--- config.mk ---
export PLATFORM = sky130hd
export DESIGN_NAME = trainer_input_stepper
export DESIGN_NICKNAME = d
export VERILOG_FILES = /design/src/rtl/trainer_pkg.sv /design/src/rtl/trainer_debounce.sv /design/src/rtl/trainer_input_stepper.sv
export SDC_FILE = /design/constraint.sdc
export NUM_CORES = 1
export LEC_CHECK = 0
export ABC_AREA = 0
export CORE_UTILIZATION = 55
export CTS_BUF_LIST = sky130_fd_sc_hd__clkbuf_2 sky130_fd_sc_hd__clkbuf_4 sky130_fd_sc_hd__clkbuf_8
export CTS_CLUSTER_SIZE = 12
export DETAILED_ROUTE_END_ITERATION = 10
export GPL_ROUTABILITY_DRIVEN = 1
export GPL_TIMING_DRIVEN = 0
export PLACE_DENSITY = 0.78
export SYNTH_ARGS = -nofsm -noshare
export SYNTH_HDL_FRONTEND = slang
export SYNTH_SLANG_ARGS = --single-unit
--- constraint.sdc ---
create_clock -name clk -period 4 [get_ports clk]
set_input_delay 0.8 -clock clk [delete_from_list [all_inputs] [get_ports clk]]
set_output_delay 0.8 -clock clk [all_outputs]
set_load 0.01 [all_outputs]
--- src/rtl/trainer_pkg.sv ---
// Shared types for the trainer input front end.
// Mode encoding and truth-table row width.
package trainer_pkg;

  typedef enum logic [1:0] {
    MODE_MANUAL = 2'd0,
    MODE_STEP   = 2'd1,
    MODE_AUTO   = 2'd2
  } mode_e;

  localparam int ROW_W = 2;

endpackage

--- src/rtl/trainer_debounce.sv ---
// Two-flop synchroniser plus counting debouncer for one raw input.
// Emits the accepted level and a one-cycle rising-edge event.
module trainer_debounce #(
  parameter int DEBOUNCE_CYCLES = 16
) (
  input  logic clk,
  input  logic rst,
  input  logic i_raw,
  output logic o_level,
  output logic o_rise
);

  localparam int CW = $clog2(DEBOUNCE_CYCLES + 1);
  localparam logic [CW-1:0] CMAX = CW'(DEBOUNCE_CYCLES);

  logic          r_sync1;
  logic          r_sync2;
  logic          r_level;
  logic          r_level_q;
  logic [CW-1:0] r_cnt;

  always_ff @(posedge clk) begin
    if (rst) begin
      r_sync1   <= 1'b0;
      r_sync2   <= 1'b0;
      r_level   <= 1'b0;
      r_level_q <= 1'b0;
      r_cnt     <= '0;
    end else begin
      r_sync1   <= i_raw;
      r_sync2   <= r_sync1;
      r_level_q <= r_level;
      // any agreeing cycle discards the partial count
      if (r_sync2 == r_level) begin
        r_cnt <= '0;
      end else if (r_cnt == CMAX) begin
        r_level <= r_sync2;
        r_cnt   <= '0;
      end else begin
        r_cnt <= r_cnt + CW'(1);
      end
    end
  end

  assign o_level = r_level;
  assign o_rise  = r_level & ~r_level_q;

endmodule

--- src/rtl/trainer_input_stepper.sv ---
// Conditions board inputs and drives gate-array A/B from the
// switches or a 2-bit truth-table row counter.
module trainer_input_stepper
  import trainer_pkg::*;
#(
  parameter int DEBOUNCE_CYCLES = 16,
  parameter int AUTO_PERIOD     = 1000
) (
  input  logic             clk,
  input  logic             rst,
  input  logic             sw_a_raw,
  input  logic             sw_b_raw,
  input  logic             btn_step_raw,
  input  logic             btn_mode_raw,
  output logic             gate_a,
  output logic             gate_b,
  output logic [ROW_W-1:0] step_idx,
  output logic [1:0]       mode,
  output logic             step_pulse,
  output logic             row_wrap
);

  localparam int TW = $clog2(AUTO_PERIOD);
  localparam logic [TW-1:0] TMAX = TW'(AUTO_PERIOD - 1);

  logic w_sw_a;
  logic w_sw_b;
  logic w_step_ev;
  logic w_mode_ev;
  logic w_sw_a_rise;
  logic w_sw_b_rise;
  logic w_step_lvl;
  logic w_mode_lvl;
  logic w_unused;

  trainer_debounce #(.DEBOUNCE_CYCLES(DEBOUNCE_CYCLES)) u_db_a (
    .clk    (clk),
    .rst    (rst),
    .i_raw  (sw_a_raw),
    .o_level(w_sw_a),
    .o_rise (w_sw_a_rise)
  );

  trainer_debounce #(.DEBOUNCE_CYCLES(DEBOUNCE_CYCLES)) u_db_b (
    .clk    (clk),
    .rst    (rst),
    .i_raw  (sw_b_raw),
    .o_level(w_sw_b),
    .o_rise (w_sw_b_rise)
  );

  trainer_debounce #(.DEBOUNCE_CYCLES(DEBOUNCE_CYCLES)) u_db_step (
    .clk    (clk),
    .rst    (rst),
    .i_raw  (btn_step_raw),
    .o_level(w_step_lvl),
    .o_rise (w_step_ev)
  );

  trainer_debounce #(.DEBOUNCE_CYCLES(DEBOUNCE_CYCLES)) u_db_mode (
    .clk    (clk),
    .rst    (rst),
    .i_raw  (btn_mode_raw),
    .o_level(w_mode_lvl),
    .o_rise (w_mode_ev)
  );

  assign w_unused = ^{w_sw_a_rise, w_sw_b_rise, w_step_lvl, w_mode_lvl};

  mode_e            r_mode;
  mode_e            w_mode_nxt;
  logic [ROW_W-1:0] r_idx;
  logic [ROW_W-1:0] w_idx_nxt;
  logic [TW-1:0]    r_tmr;
  logic [TW-1:0]    w_tmr_nxt;
  logic             w_adv;
  logic             r_pulse;
  logic             r_wrap;
  logic             r_gate_a;
  logic             r_gate_b;

  always_comb begin
    w_mode_nxt = r_mode;
    w_idx_nxt  = r_idx;
    w_tmr_nxt  = r_tmr;
    w_adv      = 1'b0;
    // a mode press swallows any coincident step press
    if (w_mode_ev) begin
      unique case (r_mode)
        MODE_MANUAL: w_mode_nxt = MODE_STEP;
        MODE_STEP:   w_mode_nxt = MODE_AUTO;
        default:     w_mode_nxt = MODE_MANUAL;
      endcase
      w_tmr_nxt = '0;
      if (w_mode_nxt != MODE_MANUAL) begin
        w_idx_nxt = '0;
      end
    end else begin
      unique case (r_mode)
        MODE_STEP: begin
          w_adv = w_step_ev;
        end
        MODE_AUTO: begin
          if (w_step_ev) begin
            w_idx_nxt = '0;
            w_tmr_nxt = '0;
          end else if (r_tmr == TMAX) begin
            w_adv     = 1'b1;
            w_tmr_nxt = '0;
          end else begin
            w_tmr_nxt = r_tmr + TW'(1);
          end
        end
        default: ;
      endcase
    end
    if (w_adv) begin
      w_idx_nxt = r_idx + ROW_W'(1);
    end
  end

  always_ff @(posedge clk) begin
    if (rst) begin
      r_mode   <= MODE_MANUAL;
      r_idx    <= '0;
      r_tmr    <= '0;
      r_pulse  <= 1'b0;
      r_wrap   <= 1'b0;
      r_gate_a <= 1'b0;
      r_gate_b <= 1'b0;
    end else begin
      r_mode  <= w_mode_nxt;
      r_idx   <= w_idx_nxt;
      r_tmr   <= w_tmr_nxt;
      r_pulse <= w_adv;
      r_wrap  <= w_adv && (r_idx == '1);
      // gates track the mode being entered, not the one being left
      if (w_mode_nxt == MODE_MANUAL) begin
        r_gate_a <= w_sw_a;
        r_gate_b <= w_sw_b;
      end else begin
        r_gate_a <= w_idx_nxt[0];
        r_gate_b <= w_idx_nxt[1];
      end
    end
  end

  assign gate_a     = r_gate_a;
  assign gate_b     = r_gate_b;
  assign step_idx   = r_idx;
  assign mode       = r_mode;
  assign step_pulse = r_pulse;
  assign row_wrap   = r_wrap;

endmodule

==> implementation parameters, run 1 <==
Parameter                              Value

Run status
  Result of the run    completed

Flow run
  Maxcap violations    0

Global route
  Met2 GRT Util    0.303
  GR Util met1    0.215
  Initial antenna violation count    0
  Residual overflow from global routing    0
  Largest net degree at the start of global routing    16
  Most used routing layer    met2
  First-pass GRT wire length    approximately 5800 µm
  Met3 demand-to-capacity share in global routing    0.0528
  Overall fraction of global-route tracks in use    0.177
  Vias in the first global route    around 1400

Die
  Core region area    approximately 0.0037 mm²
  Total number of placement rows    22
  Number of I/O pins    14
  Die Width    between 60 and 70 µm
  Die outline area    approximately 0.0042 mm²
  Height of the die    65.0 µm
  Starting Density    0.583

Power and ir drop
  Largest voltage drop on the vdd net    around 0.19 mV
  Pleak    0.899 nW
  Power density relative to cell area    360 mW/mm²

Logic synthesis
  Number of cells produced by synthesis    about 230
  Count of flip-flops with a built-in enable after synthesis    0
  Post-Syn Nets    approximately 250
  Mapped Avg Cell Area    ~9.6 µm²
  Ys flop type    sky130_fd_sc_hd__dfxtp_1
  Fraction of registers with async set/reset    0
  Synthesis-stage register bit count    52
  Simple logic cell fraction of the synthesized area    0.223
  Dominant combinational cell family by area after synthesis    simple AND/OR/NAND/NOR gates
  Compound-cell area share of the yosys netlist    0.0528
  Synth warnings    0
  Number of distinct library cell variants in the gate-level netlist after synthesis    36
  Cell area after synthesis    approximately 0.0022 mm²
  Sequential fraction of the synthesis area    0.477
  Mux cell area share after synthesis    0.0373
  Xor-xnor portion of the synthesized cell area    0.0924
  Post-synthesis share of cell area spent on full adders, half adders and majority gates    0.0803

Critical path
  Critical Path Sink Type    output pin
  CP peak stage delay    about 0.57 ns
  Type of the setup path with the least slack    reg2out
  Chain of cells forming the critical path    clkdlybuf4s50_1
  Reg-to-reg setup timing slack    roughly 2.0 ns
  Crit-path slowest cell    sky130_fd_sc_hd__clkdlybuf4s50_1
  Worst path bufs/invs    1
  Arrival time at the worst endpoint    approximately 1.3 ns
  Start of the worst register-to-register path    mode[0]$_SDFF_PP0_
  Startpoint Class    flop
  WP data required    around 3.2 ns
  Maximum net fanout on the critical path    6
  Crit Reg-Reg Endpoint    gate_a$_SDFF_PP0_
  R2R depth    7
  Largest delay share family, worst path    buffers and inverters

Clock tree
  Count of buffers added by post-CTS timing repair for setup    0
  Clock network latency to the later pin of the worst-skew pair    around 0.30 ns
  Clock buffer depth    2
  Clock tree root buffer cell    sky130_fd_sc_hd__clkbuf_8
  Post-CTS sizing    0
  Total clock buffers created by CTS    5
  Clock transition at path regs    approximately 0.09 ns
  Total of hold buffers inserted after clock tree synthesis    0
  Clock sink count    between 50 and 60
  Deepest level of the CTS H-tree    2
  TritonCTS clock tree    done

Timing
  Number of hold-slack violations in the final timing report    0
  Post-route setup TNS    0 ns
  Setup repair after global routing missed its margin    no
  Setup Viol. Count Final    0
  Relative max-transition margin    0.671
  Least-Margin Pin Slew    just under 0.5 ns
  Final period utilization    0.525
  Fin crit period    approximately 2.1 ns
  Final Max Slew Viols    0
  Clock tree skew after final layout    between 0.009 and 0.01 ns
  Fmax    approximately 480 MHz

Route
  Via/cell ratio    between 5 and 6
  Total Wirelength    between 3000 and 4000 µm
  Number of vias after detailed routing    1498
  Number of search-and-repair iterations in the first detailed-routing pass    4
  Residual DRC count    0
  Detailed router's first-iteration violation count    33
  Average wire length per cell after detail routing    approximately 11 µm
  Post-route ant nets    0

Final layout
  Number of diodes added for antenna fixing    0
  Layout net count    roughly 270
  Most frequent cells in the layout    sky130_fd_sc_hd__dfxtp_1 (52), sky130_fd_sc_hd__nor2_1 (40), sky130_fd_sc_hd__inv_1 (17), sky130_fd_sc_hd__ha_1 (14)
  End-of-flow core utilization    0.663
  Most common cell after layout, fill and taps aside    sky130_fd_sc_hd__dfxtp_1
  Number of filler instances in the final layout    about 320
  Syn-to-layout area delta    13.8%
  Share of final-layout standard cells stronger than drive strength 1    0.0602
  Flip-flop and latch area    approximately 0.0010 mm²
  Area used by multi-input combinational logic    ~0.0011 mm²

Placement
  Buffers on Ports    13
  Detailed-placement wirelength estimate    roughly 2500 µm
  Routability congestion estimate    between 0.8 and 0.9

Worst hold path
  Worst min-delay path endpoint    u_db_mode.r_sync2$_SDFF_PP0_
  Number of cells on the worst hold path    1
  Worst hold path startpoint    u_db_mode.r_sync1$_SDFF_PP0_
  Hold Crit Class    reg2reg
[worst max-delay path by stage]
stage                             from               endpoint  slack, ns  cells past startpoint
finish              mode[0]$_SDFF_PP0_                mode[0]       1.90                      1
global route        mode[0]$_SDFF_PP0_                mode[0]       1.85                      1
CTS                 mode[0]$_SDFF_PP0_                mode[0]       1.89                      1
detailed placement                 rst  r_tmr[3]$_SDFFE_PP0N_       1.72                      4
global placement                   rst  r_tmr[5]$_SDFFE_PP0N_       1.77                      4
floorplan           mode[0]$_SDFF_PP0_      gate_a$_SDFF_PP0_       2.19                      7
[stage by stage]
step / worst slack, ns / hold slack, ns / cells / instance area (µm²) / power (mW)
after floorplan: 2.19 / 0.414 / 228 / 2180 / 0.548
after global placement: 1.77 / 0.418 / 289 / 2370 / 0.557
after detailed placement: 1.72 / 0.425 / 289 / 2370 / 0.558
after CTS: 1.89 / 0.446 / 297 / 2480 / 0.903
after global routing: 1.85 / 0.458 / 297 / 2480 / 0.930
final: 1.90 / 0.442 / 297 / 2480 / 0.894
[cells in the mapped netlist, drive strengths merged, types with 2 or more instances]
| cell type | number | share of area |
|---|---|---|
| dfxtp | 52 | 0.48 |
| nor2 | 40 | 0.069 |
| inv | 17 | 0.029 |
| ha | 14 | 0.080 |
| nand3 | 13 | 0.030 |
| xnor2 | 12 | 0.048 |
| xor2 | 11 | 0.044 |
| nor2b | 10 | 0.029 |
| nand2 | 8 | 0.014 |
| mux2i | 7 | 0.032 |
| a21oi | 5 | 0.011 |
| or3 | 5 | 0.017 |
| clkbuf | 4 | 0.0075 |
| nand4 | 4 | 0.014 |
| nand3b | 3 | 0.010 |
| nor3 | 3 | 0.0069 |
| a311oi | 2 | 0.011 |
| nand2b | 2 | 0.0057 |
| nor4bb | 2 | 0.0092 |
| o211ai | 2 | 0.0069 |
[final cells by class]
| type | count | share of cell area |
|---|---|---|
| multi-input cells | 155 | 0.427 |
| flip-flops and latches | 52 | 0.419 |
| repair buffers | 13 | 0.0524 |
| clock buffers | 6 | 0.0307 |
| inverters | 17 | 0.0257 |
| well taps | 48 | 0.0242 |
| clock inverters | 2 | 0.0141 |
| plain buffers | 4 | 0.00655 |
[layer usage]
layer | share of wire | routed length, µm
met1 | 0.49 | 1640
met2 | 0.47 | 1570
met3 | 0.032 | 106
met4 | 0.0069 | 23
met5 | 0 | 0
[state kept, by name (all words and copies together) (netlist names), 2 cells and up]
| name | flops |
|---|---|
| u_db_b.r_cnt | 5 |
| mode | 2 |
| u_db_step.r_cnt | 5 |
| step_idx | 2 |
| u_db_a.r_cnt | 5 |
| r_tmr | 10 |
| u_db_mode.r_cnt | 5 |
[report_power, final]
group | internal [mW] | switching (mW)
Sequential | 0.522 | 0.00265
Combinational | 0.00994 | 0.0104
Clock | 0.192 | 0.157
Total | 0.725 | 0.170
[cell families after synthesis]
family,Yosys count
AOI/OAI and AO/OA,15
and+or+nand+nor,95
DFF,52
buffers and inverters,21
muxes,8
adders and majority gates,14
xor gates and xnor gates,23
No activity file was read; power rests on OpenSTA's default activity.
==> run 2, diff against run 1 <==
Settings changed: PLACE_DENSITY 0.78 to 0.81.
Clock period 4 ns to 1.78 ns, I/O delays scaled along.
==> run 2 against run 1 <==
  * Sequential share of layout area down 0.45 points
  * Non-clock buffer count up 1
  * Critical path type is now reg2reg
  * Worst hold slack worse by 0.0039 ns
  * Via count up 6.2%
  * Global-route usage up 3.2 points
  * Worst setup slack worse by 1.9 ns
  * Routed wire length up 16%
  * Power up 110%
==> implementation parameters, run 2 (synthesis gave the netlist of run 1 again) <==
Parameter                              Value

Run status
  Result of the run    completed

Critical path
  Critical Path Sink Type    flop
  Chain of cells forming the critical path    ha_4 -> nand4bb_4 -> o41a_1 -> or3_4 -> a311oi_2
  Arrival time at the worst endpoint    1.98 ns (+0.68 ns)
  Maximum net fanout on the critical path    5 (-1)
  CP peak stage delay    0.43 ns (-0.14 ns)
  Worst path bufs/invs    0 (-1)
  WP data required    2.00 ns (-1.20 ns)
  Crit-path slowest cell    sky130_fd_sc_hd__o41a_1
  Type of the setup path with the least slack    reg2reg
  Largest delay share family, worst path    compound AO/OA/AOI/OAI gates
  Startpoint Class    flop

Global route
  Residual overflow from global routing    0 (unchanged)
  Overall fraction of global-route tracks in use    0.210 (+0.0323)
  First-pass GRT wire length    6650 µm (+15%)
  Most used routing layer    met2
  Met3 demand-to-capacity share in global routing    0.0581 (+0.00528)
  Initial antenna violation count    0 (unchanged)
  Largest net degree at the start of global routing    16 (unchanged)
  Vias in the first global route    1576 (+11%)
  Met2 GRT Util    0.367 (+0.0638)
  GR Util met1    0.230 (+0.0150)

Timing
  Setup repair after global routing missed its margin    yes
  Final Max Slew Viols    0 (unchanged)
  Fmax    around 570 MHz
  Post-route setup TNS    0 ns (unchanged)
  Fin crit period    1.76 ns
  Final period utilization    0.988
  Least-Margin Pin Slew    0.486 ns (-0.00753 ns)
  Relative max-transition margin    0.676 (+0.00502)
  Clock tree skew after final layout    0.00696 ns (-0.00265 ns)
  Setup Viol. Count Final    0 (unchanged)
  Number of hold-slack violations in the final timing report    0 (unchanged)

Clock tree
  Deepest level of the CTS H-tree    2 (unchanged)
  Clock transition at path regs    0.09 ns (about the same)
  Clock network latency to the later pin of the worst-skew pair    0.30 ns (about the same)
  Clock sink count    52 (unchanged)
  TritonCTS clock tree    done
  Total clock buffers created by CTS    5 (unchanged)
  Clock tree root buffer cell    sky130_fd_sc_hd__clkbuf_8
  Clock buffer depth    2 (unchanged)

Final layout
  Number of standard cells in the layout, taps in and fillers out    298 (+0.34%)
  Flip-flop count of the largest register, all copies and words added    10 (unchanged)
  Syn-to-layout area delta    16.9%
  Most common cell after layout, fill and taps aside    sky130_fd_sc_hd__dfxtp_1
  Layout net count    269 (+0.37%)
  Register with the highest flop count    r_tmr
  Number of diodes added for antenna fixing    0 (unchanged)
  Share of final-layout standard cells stronger than drive strength 1    0.124 (+0.0638)
  Fin area    0.00255 mm² (+2.7%)
  Most frequent cells in the layout    sky130_fd_sc_hd__dfxtp_1 (45), sky130_fd_sc_hd__nor2_1 (40), sky130_fd_sc_hd__inv_1 (16), sky130_fd_sc_hd__nand3_1 (13), sky130_fd_sc_hd__clkdlybuf4s50_1 (13)

Route
  Residual DRC count    0 (unchanged)
  Post-route ant nets    0 (unchanged)
  Total Wirelength    3880 µm (+16%)
  Detailed router's first-iteration violation count    60 (+82%)
  Via/cell ratio    5.34 (+5.9%)
  Number of vias after detailed routing    1591 (+6.2%)
  Average wire length per cell after detail routing    13.0 µm (+16%)
  Number of search-and-repair iterations in the first detailed-routing pass    4 (unchanged)

Power and ir drop
  Switching Share    0.209 (+0.0187)
  Pleak    0.904 nW (+0.58%)
  Fraction of power consumed by combinational cells    0.025 (+0.002)
  Reported net switching power    396 µW (+130%)
  Portion of total power attributed to sequential cells    0.619 (+0.032)
  Largest voltage drop on the vdd net    0.553 mV (+190%)
  Fraction of power consumed by the clock network    0.356 (-0.035)
  Power density relative to cell area    745 mW/mm² (+110%)
  Internal Power    1.50 mW (+110%)

Die
  Die outline area    0.00422 mm² (unchanged)
  Total number of placement rows    22 (unchanged)
  Core region area    0.00374 mm² (unchanged)
  Starting Density    0.583 (unchanged)
  Number of I/O pins    14 (unchanged)
  Die Width    65.0 µm (unchanged)
  Height of the die    65.0 µm (unchanged)

Worst hold path
  Hold Crit Class    reg2reg

Flow run
  Maxcap violations    0 (unchanged)

Placement
  Buffers on Ports    13 (unchanged)
  Cell area after placement    0.00238 mm² (+0.47%)
  Detailed-placement wirelength estimate    2630 µm (+5.9%)
  Number of cells after detailed placement    289 (unchanged)
  Routability congestion estimate    0.812 (-2.5%)
==> run 2: repair_timing <==
action / CTS / global route
endpoints found under the setup margin: 10 / 5
resized for setup: 9 / 9
hold buffers: 0 / 0
gates cloned: 0 / 0
buffers inserted: 1 / 1
pin swaps: 1 / 1
==> run 2: per-stage QoR <==
stage          setup WS (ns)  power, mW  hold slack, ns   util
2_1_floorplan         0.0274       1.23           0.414      -
3_3_place_gp         -0.0734       1.25           0.417  0.636
3_5_place_dp         -0.0750       1.25           0.424  0.636
4_1_cts              0.00569       1.93           0.434  0.668
5_1_grt              -0.0198       1.98           0.449  0.681
6_report              0.0216       1.90           0.438  0.681
==> run 2: worst reg2reg max path, delay by kind of cell (launching register included) <==
kind	cells	cell delay, ns
AOI/OAI and AO/OA	2	0.65
adders and majority gates	1	0.16
DFF	1	0.39
and+or+nand+nor	2	0.48
==> run 2: routing by layer <==
metal | vias up | share of wire
met5 | - | 0
li1 | 796 | -
met1 | 744 | 0.44
met2 | 40 | 0.50
met4 | 0 | 0.024
met3 | 11 | 0.040
==> run 2: final timing paths <==
path / from / endpoint / slack (ns) / depth (start not counted)
min reg2reg: u_db_b.r_sync1$_SDFF_PP0_ / u_db_b.r_sync2$_SDFF_PP0_ / 0.44 / 1
max: r_tmr[0]$_SDFFE_PP0N_ / gate_a$_SDFF_PP0_ / 0.02 / 5
min: u_db_b.r_sync1$_SDFF_PP0_ / u_db_b.r_sync2$_SDFF_PP0_ / 0.44 / 1
max reg2reg: r_tmr[0]$_SDFFE_PP0N_ / gate_a$_SDFF_PP0_ / 0.02 / 5
==> run 2: power by group through the flow <==
stage	Sequential (mW)	Clock, mW	Combinational (mW)
4_1_cts	1.18	0.700	0.0479
6_report	1.17	0.676	0.0472
3_5_place_dp	1.21	0	0.0471
3_3_place_gp	1.21	0	0.0461
5_1_grt	1.18	0.751	0.0536
2_1_floorplan	1.21	0	0.0262
==> run 2: cell type report <==
class / instances / area [µm²]
fill: 314 / 1190
timing repair buffer: 15 / 145
clock inverter: 2 / 10.0
inverter: 17 / 63.8
clock buffer: 6 / 82.6
buffer: 3 / 11.3
tap: 48 / 60.1
sequential: 52 / 1060
multi-input combinational: 155 / 1120
